File: config.mk
export PLATFORM = sky130hd
export DESIGN_NAME = data_memory_load_unit
export DESIGN_NICKNAME = d
export VERILOG_FILES = /design/src/rtl/data_memory_load_unit.sv
export SDC_FILE = /design/constraint.sdc
export NUM_CORES = 1
export LEC_CHECK = 0
export CAP_MARGIN = 10
export CORE_MARGIN = 8
export CORE_UTILIZATION = 51
export CTS_CLUSTER_SIZE = 24
export DETAILED_ROUTE_END_ITERATION = 6
export PLACE_DENSITY = 0.84
export SYNTH_ARGS = -nofsm -noshare
export SYNTH_HDL_FRONTEND = slang
export SYNTH_SLANG_ARGS = --single-unit
File: constraint.sdc
create_clock -name clk -period 3.3 [get_ports clk]
set_clock_uncertainty 0.2 [all_clocks]
set_input_delay 0.825 -clock clk [delete_from_list [all_inputs] [get_ports clk]]
set_output_delay 0.825 -clock clk [all_outputs]
set_load 0.02 [all_outputs]
File: src/rtl/data_memory_load_unit.sv
// Sequential load unit: one request at a time, one or two aligned memory
// beats, right-justified sign/zero-extended result one cycle after RESP.
//
// Ports:
//   clk, rst_n          clock, synchronous active-low reset
//   req_*               load request (valid/ready), byte address, size, sign
//   mem_req_valid/ready aligned read request handshake, mem_addr
//   mem_rvalid/rdata    read data return
//   resp_valid/data     one-cycle result pulse, data held until next pulse
//   resp_fault          qualifies resp_valid; illegal request
//
// Option: define DATA_MEMORY_LOAD_MISALIGN_TRAP_EN to fault misaligned loads
// instead of splitting them.
module data_memory_load_unit #(
  parameter  int XLEN        = 32,
  parameter  int ADDR_WIDTH  = 32,
  localparam int OFFSET_BITS = $clog2(XLEN / 8)
) (
  input  logic                  clk,
  input  logic                  rst_n,
  input  logic                  req_valid,
  output logic                  req_ready,
  input  logic [ADDR_WIDTH-1:0] req_addr,
  input  logic [1:0]            req_size,
  input  logic                  req_sign_extend,
  output logic                  mem_req_valid,
  input  logic                  mem_req_ready,
  output logic [ADDR_WIDTH-1:0] mem_addr,
  input  logic                  mem_rvalid,
  input  logic [XLEN-1:0]       mem_rdata,
  output logic                  resp_valid,
  output logic [XLEN-1:0]       resp_data,
  output logic                  resp_fault
);

  typedef enum logic [2:0] {
    IDLE, REQ1, WAIT1, REQ2, WAIT2, RESP, FAULT
  } state_t;

  state_t state, state_nx;

  logic [ADDR_WIDTH-1:0]  addr_q;
  logic [1:0]             size_q;
  logic                   sext_q;
  logic                   split_q;
  logic [XLEN-1:0]        lo_q;
  logic [XLEN-1:0]        hi_q;
  logic                   resp_valid_q;
  logic                   resp_fault_q;
  logic [XLEN-1:0]        resp_data_q;

  logic [OFFSET_BITS-1:0] req_off;
  logic                   width_illegal;
  logic                   req_illegal;
  logic                   req_split;

  assign req_off       = req_addr[OFFSET_BITS-1:0];
  assign width_illegal = (XLEN == 32) && (req_size == 2'b11);

`ifdef DATA_MEMORY_LOAD_MISALIGN_TRAP_EN
  logic [4:0] lane_mask;
  always_comb begin
    lane_mask   = (5'd1 << req_size) - 5'd1;
    req_illegal = width_illegal
                | ((5'(req_off) & lane_mask) != 5'd0);
  end
  // Aligned accesses never cross a word, so the split path is dead.
  assign req_split = 1'b0;
`else
  logic [4:0] span;
  assign span        = 5'(req_off) + (5'd1 << req_size);
  assign req_split   = span > 5'(XLEN / 8);
  assign req_illegal = width_illegal;
`endif

  always_ff @(posedge clk) begin
    if (!rst_n) state <= IDLE;
    else        state <= state_nx;
  end

  always_comb begin
    state_nx = state;
    unique case (state)
      IDLE:
        if (req_valid)
          state_nx = req_illegal ? FAULT : REQ1;
      REQ1:
        if (mem_req_ready) state_nx = WAIT1;
      WAIT1:
        if (mem_rvalid)
          state_nx = split_q ? REQ2 : RESP;
      REQ2:
        if (mem_req_ready) state_nx = WAIT2;
      WAIT2:
        if (mem_rvalid) state_nx = RESP;
      RESP:    state_nx = IDLE;
      FAULT:   state_nx = IDLE;
      default: state_nx = IDLE;
    endcase
  end

  logic [ADDR_WIDTH-1:0] base_addr;
  assign base_addr = {addr_q[ADDR_WIDTH-1:OFFSET_BITS],
                      {OFFSET_BITS{1'b0}}};

  always_comb begin
    req_ready     = 1'b0;
    mem_req_valid = 1'b0;
    mem_addr      = '0;
    unique case (1'b1)
      state == IDLE: req_ready = 1'b1;
      state == REQ1: begin
        mem_req_valid = 1'b1;
        mem_addr      = base_addr;
      end
      state == REQ2: begin
        mem_req_valid = 1'b1;
        mem_addr      = base_addr + ADDR_WIDTH'(XLEN / 8);
      end
      default: ;
    endcase
  end

  // Extraction: shift the beat pair down, then move the kept field to the
  // top and back so one shifter handles both extension modes.
  logic [OFFSET_BITS-1:0] off_q;
  logic [XLEN-1:0]        win;
  logic [XLEN-1:0]        left;
  logic signed [XLEN-1:0] sleft;
  logic [XLEN-1:0]        sra;
  logic [XLEN-1:0]        ext;
  logic [6:0]             sh;

  assign off_q = addr_q[OFFSET_BITS-1:0];

  always_comb begin
    win = XLEN'({hi_q, lo_q} >> {off_q, 3'b000});
    unique case (size_q)
      2'b00:   sh = 7'(XLEN - 8);
      2'b01:   sh = 7'(XLEN - 16);
      2'b10:   sh = 7'(XLEN - 32);
      default: sh = 7'd0;
    endcase
    left  = win << sh;
    sleft = left;
    sra   = sleft >>> sh;
    ext   = sext_q ? sra : (left >> sh);
  end

  always_ff @(posedge clk) begin
    if (!rst_n) begin
      addr_q       <= '0;
      size_q       <= '0;
      sext_q       <= 1'b0;
      split_q      <= 1'b0;
      lo_q         <= '0;
      hi_q         <= '0;
      resp_valid_q <= 1'b0;
      resp_fault_q <= 1'b0;
      resp_data_q  <= '0;
    end else begin
      if (state == IDLE && req_valid) begin
        addr_q  <= req_addr;
        size_q  <= req_size;
        sext_q  <= req_sign_extend;
        split_q <= req_split;
        hi_q    <= '0;
      end
      if (state == WAIT1 && mem_rvalid) lo_q <= mem_rdata;
      if (state == WAIT2 && mem_rvalid) hi_q <= mem_rdata;
      resp_valid_q <= (state == RESP) || (state == FAULT);
      resp_fault_q <= (state == FAULT);
      if (state == RESP)  resp_data_q <= ext;
      if (state == FAULT) resp_data_q <= '0;
    end
  end

  assign resp_valid = resp_valid_q;
  assign resp_fault = resp_fault_q;
  assign resp_data  = resp_data_q;

endmodule
==> flow_summary.toml <==
[detailed_routing]
num_vias = 6287
wl_um = 19800
firstDrtPassIters = 5
wl_per_cell_um = 18.2
routed_via_density = 5.79
post-route-drc-count = 0
drt_iter0_drc = 716
antenna_left = 0

[critical_path]
cp-end-kind = "output port"
cp_num_buf_inv = 1
crit_top_cell = "or4_4"
crit_chain = "nand4_4 > or4_4 > or4_4 > a21oi_2 > buf_6"
worst-r2r-setup-slack_ps = 870
worstPathArrival_ps = 2280
worst-endpoint-required_ps = 2270
cpLargestDelayFamily = "simple AND/OR/NAND/NOR gates"
slowest_delay_ps = 560
crit_type = "reg -> out"
crit_fanout = 2
crit_path_top_delay_cell = "or4_4"
start_kind = "register"

[synthesis]
synth-async-reset-ratio_pct = 0
ys_warn_count = 0
seq_area_frac_synth_pct = 39.4
ys_top_cells_by_count = "nand2_1 (170), dfxtp_1 (129), a21boi_0 (68), a21oi_1 (44), clkbuf_1 (43)"
synthTopCellsByArea = "dfxtp_1 (39%), nand2_1 (9.7%), mux4_2 (9.6%)"
synth_cell_types = 53
syn_inst = 752
ys_ff_latch = 129
synth_top_area_share_pct = 39.4
synthesis.area_um2 = 6550
synthFlopType = "dfxtp_1"
postSynthAreaPerCell_um2 = 8.72
synth_largest_area_cell = "dfxtp_1"
yosysMostFrequentCell = "nand2_1"
synth_edf_count = 0

[run]
maxCapViolCount = 0

[power]
power_switching_w = 0.00178
clkPwrFrac_pct = 35.8
p_leak_nw = 3.12
irDropWorstVdd_v = 0.000401
p_seq_share_pct = 34.8
power.density_nw_per_um2 = 616
intPower_w = 0.00371
p_comb_share_pct = 29.3
netSwitchingFraction_pct = 32.5

[cells_and_area]
synthToLayoutAreaGrowth_pct = 36.1
final_layout_size_suffix_gt1_share_pct = 16.5
fin_area_um2 = 8920
layout.nets = 978

[sta]
rsz0062_at_grt = "yes"
fin_crit_ps = 3300
fmax_mhz = 303
finalSetupViolCount = 1
worst_slack_ps = -1.51
slew_headroom_pct = 45.2
slew_viol_final = 0
hold_violations = 0
fin_hold_ws_ps = 254
fin_crit_sh_pct = 100
worst_pin_slew_ps = 821

[grt]
grt.busiest_layer = "met2"
overflow = 0
grt_max_degree = 98
use_met2_pct = 37.7
grt_first_pass_wirelength_um = 31400
use_met3_pct = 6.20
first_global_vias = 6053
antenna_found_initial = 1
grtUsageTotal_pct = 23.9
grt_util_met1_pct = 30.1

[die]
rows = 41
initial_core_util_pct = 52.1
die_w_um = 129
core_um2 = 12600
dieArea_um2 = 16700
pin_count = 140
die-height_um = 129

[status]
status = "finished with violations"
violations = "negative setup slack"

[clock_tree]
cts_hold_buf = 0
cts_buffers = 17
clk_path_buf_depth = 2
tritoncts = "done"
clock_latency_ps = 410
cts_num_sinks = 129
clk_root_buffer_cell = "clkbuf_16"
clk_pin_slew_worst_paths_ps = 50
h-tree-depth = 4

[place]
port-buffer-count = 137
place_area_um2 = 8310
place.gp.congestion = 0.899
dp_hpwl_um = 13400
pre_cts_ws_ps = -53.7

[min_path]
hold_class = "reg -> reg"
## worst paths after layout
path,start,to,cells past startpoint
setup reg to reg,addr_q[0]$_SDFFE_PN0P_,resp_data[29]$_SDFFE_PP0P_,4
setup / recovery,addr_q[5]$_SDFFE_PN0P_,mem_addr[31],5
hold / removal,resp_data[1]$_SDFFE_PP0P_,resp_data[1]$_SDFFE_PP0P_,2
hold reg to reg,resp_data[1]$_SDFFE_PP0P_,resp_data[1]$_SDFFE_PP0P_,2
## power by group through the flow
stage	logic, W	registers, W	clock network (W)
after floorplan	0.000967	0.00192	0
after global placement	0.00156	0.00192	0
after detailed placement	0.00158	0.00193	0
after CTS	0.00160	0.00191	0.00198
after global routing	0.00175	0.00194	0.00206
final	0.00161	0.00191	0.00197
## layout make-up
class / instances / area [µm²]
Clock buffer: 20 / 457
Tap cell: 172 / 215
Multi-Input combinational cell: 556 / 3740
Timing Repair Buffer: 192 / 1730
Inverter: 6 / 22.5
Antenna cell: 1 / 2.50
Sequential cell: 129 / 2590
Fill cell: 930 / 3650
Clock inverter: 10 / 160
## cell usage in the layout (no fill, tap or decap), types with 7 or more instances in the layout
cell type | Yosys | final
buf_4 | 2 | 58
o21ai_0 | 22 | 22
nand4_1 | 13 | 13
nand2_1 | 170 | 170
o31ai_1 | 8 | 8
a22oi_1 | 38 | 38
clkdlybuf4s50_1 | 0 | 113
or3_1 | 7 | 7
dfxtp_1 | 129 | 122
nor2_1 | 26 | 26
or4_1 | 9 | 8
dlygate4sd2_1 | 0 | 8
mux2i_1 | 8 | 8
a21boi_0 | 68 | 68
mux4_2 | 28 | 28
xor2_1 | 11 | 11
a21oi_1 | 44 | 43
nand3_1 | 10 | 10
nor2b_1 | 29 | 29
clkbuf_16 | 0 | 17
## repair_timing
action	CTS	global route
setup buffers	0	2
gates resized for setup	59	27
pin swaps	0	1
setup endpoints to repair	23	18
## registers in the layout (all words and copies together) (netlist names)
signal and count:
lo_q 32, split_q 1, addr_q 32, resp_data 32, size_q 2, resp_fault 1, resp_valid 1, sext_q 1
state 3, hi_q 24
## cells by family after synthesis
kind of cell    Yosys count  synth area share (%)
other cells               1                0.0572
fa+ha+maj                 4                 0.878
compound gates          194                  19.8
flops                   129                  39.4
mux                      37                  11.0
buf+inv                  68                  4.28
xor+xnor                 16                  2.14
simple gates            303                  22.4
## routing by layer
| metal | share of wire, % | routed length (µm) |
|---|---|---|
| met5 | 0 | 0 |
| met4 | 3.1 | 614 |
| met3 | 8.2 | 1620 |
| met2 | 46 | 9160 |
| met1 | 42 | 8400 |
## stage by stage
stage / setup TNS, ps / power, W / util (%) / cells
global route: -125 / 0.00574 / 71.0 / 1086
CTS: -56.3 / 0.00548 / 70.8 / 1083
global placement: -36.9 / 0.00348 / 66.1 / 1053
floorplan: 0 / 0.00289 / - / 753
finish: -1.51 / 0.00549 / 71.0 / 1086
detailed placement: -91.7 / 0.00351 / 66.1 / 1053
## tightest hold or removal path, stage by stage, from the launching register on
cell     delay (ps)
dfxtp_1         300
nand2_1          50
a21oi_1          50
(Power assumes the default switching activity.)
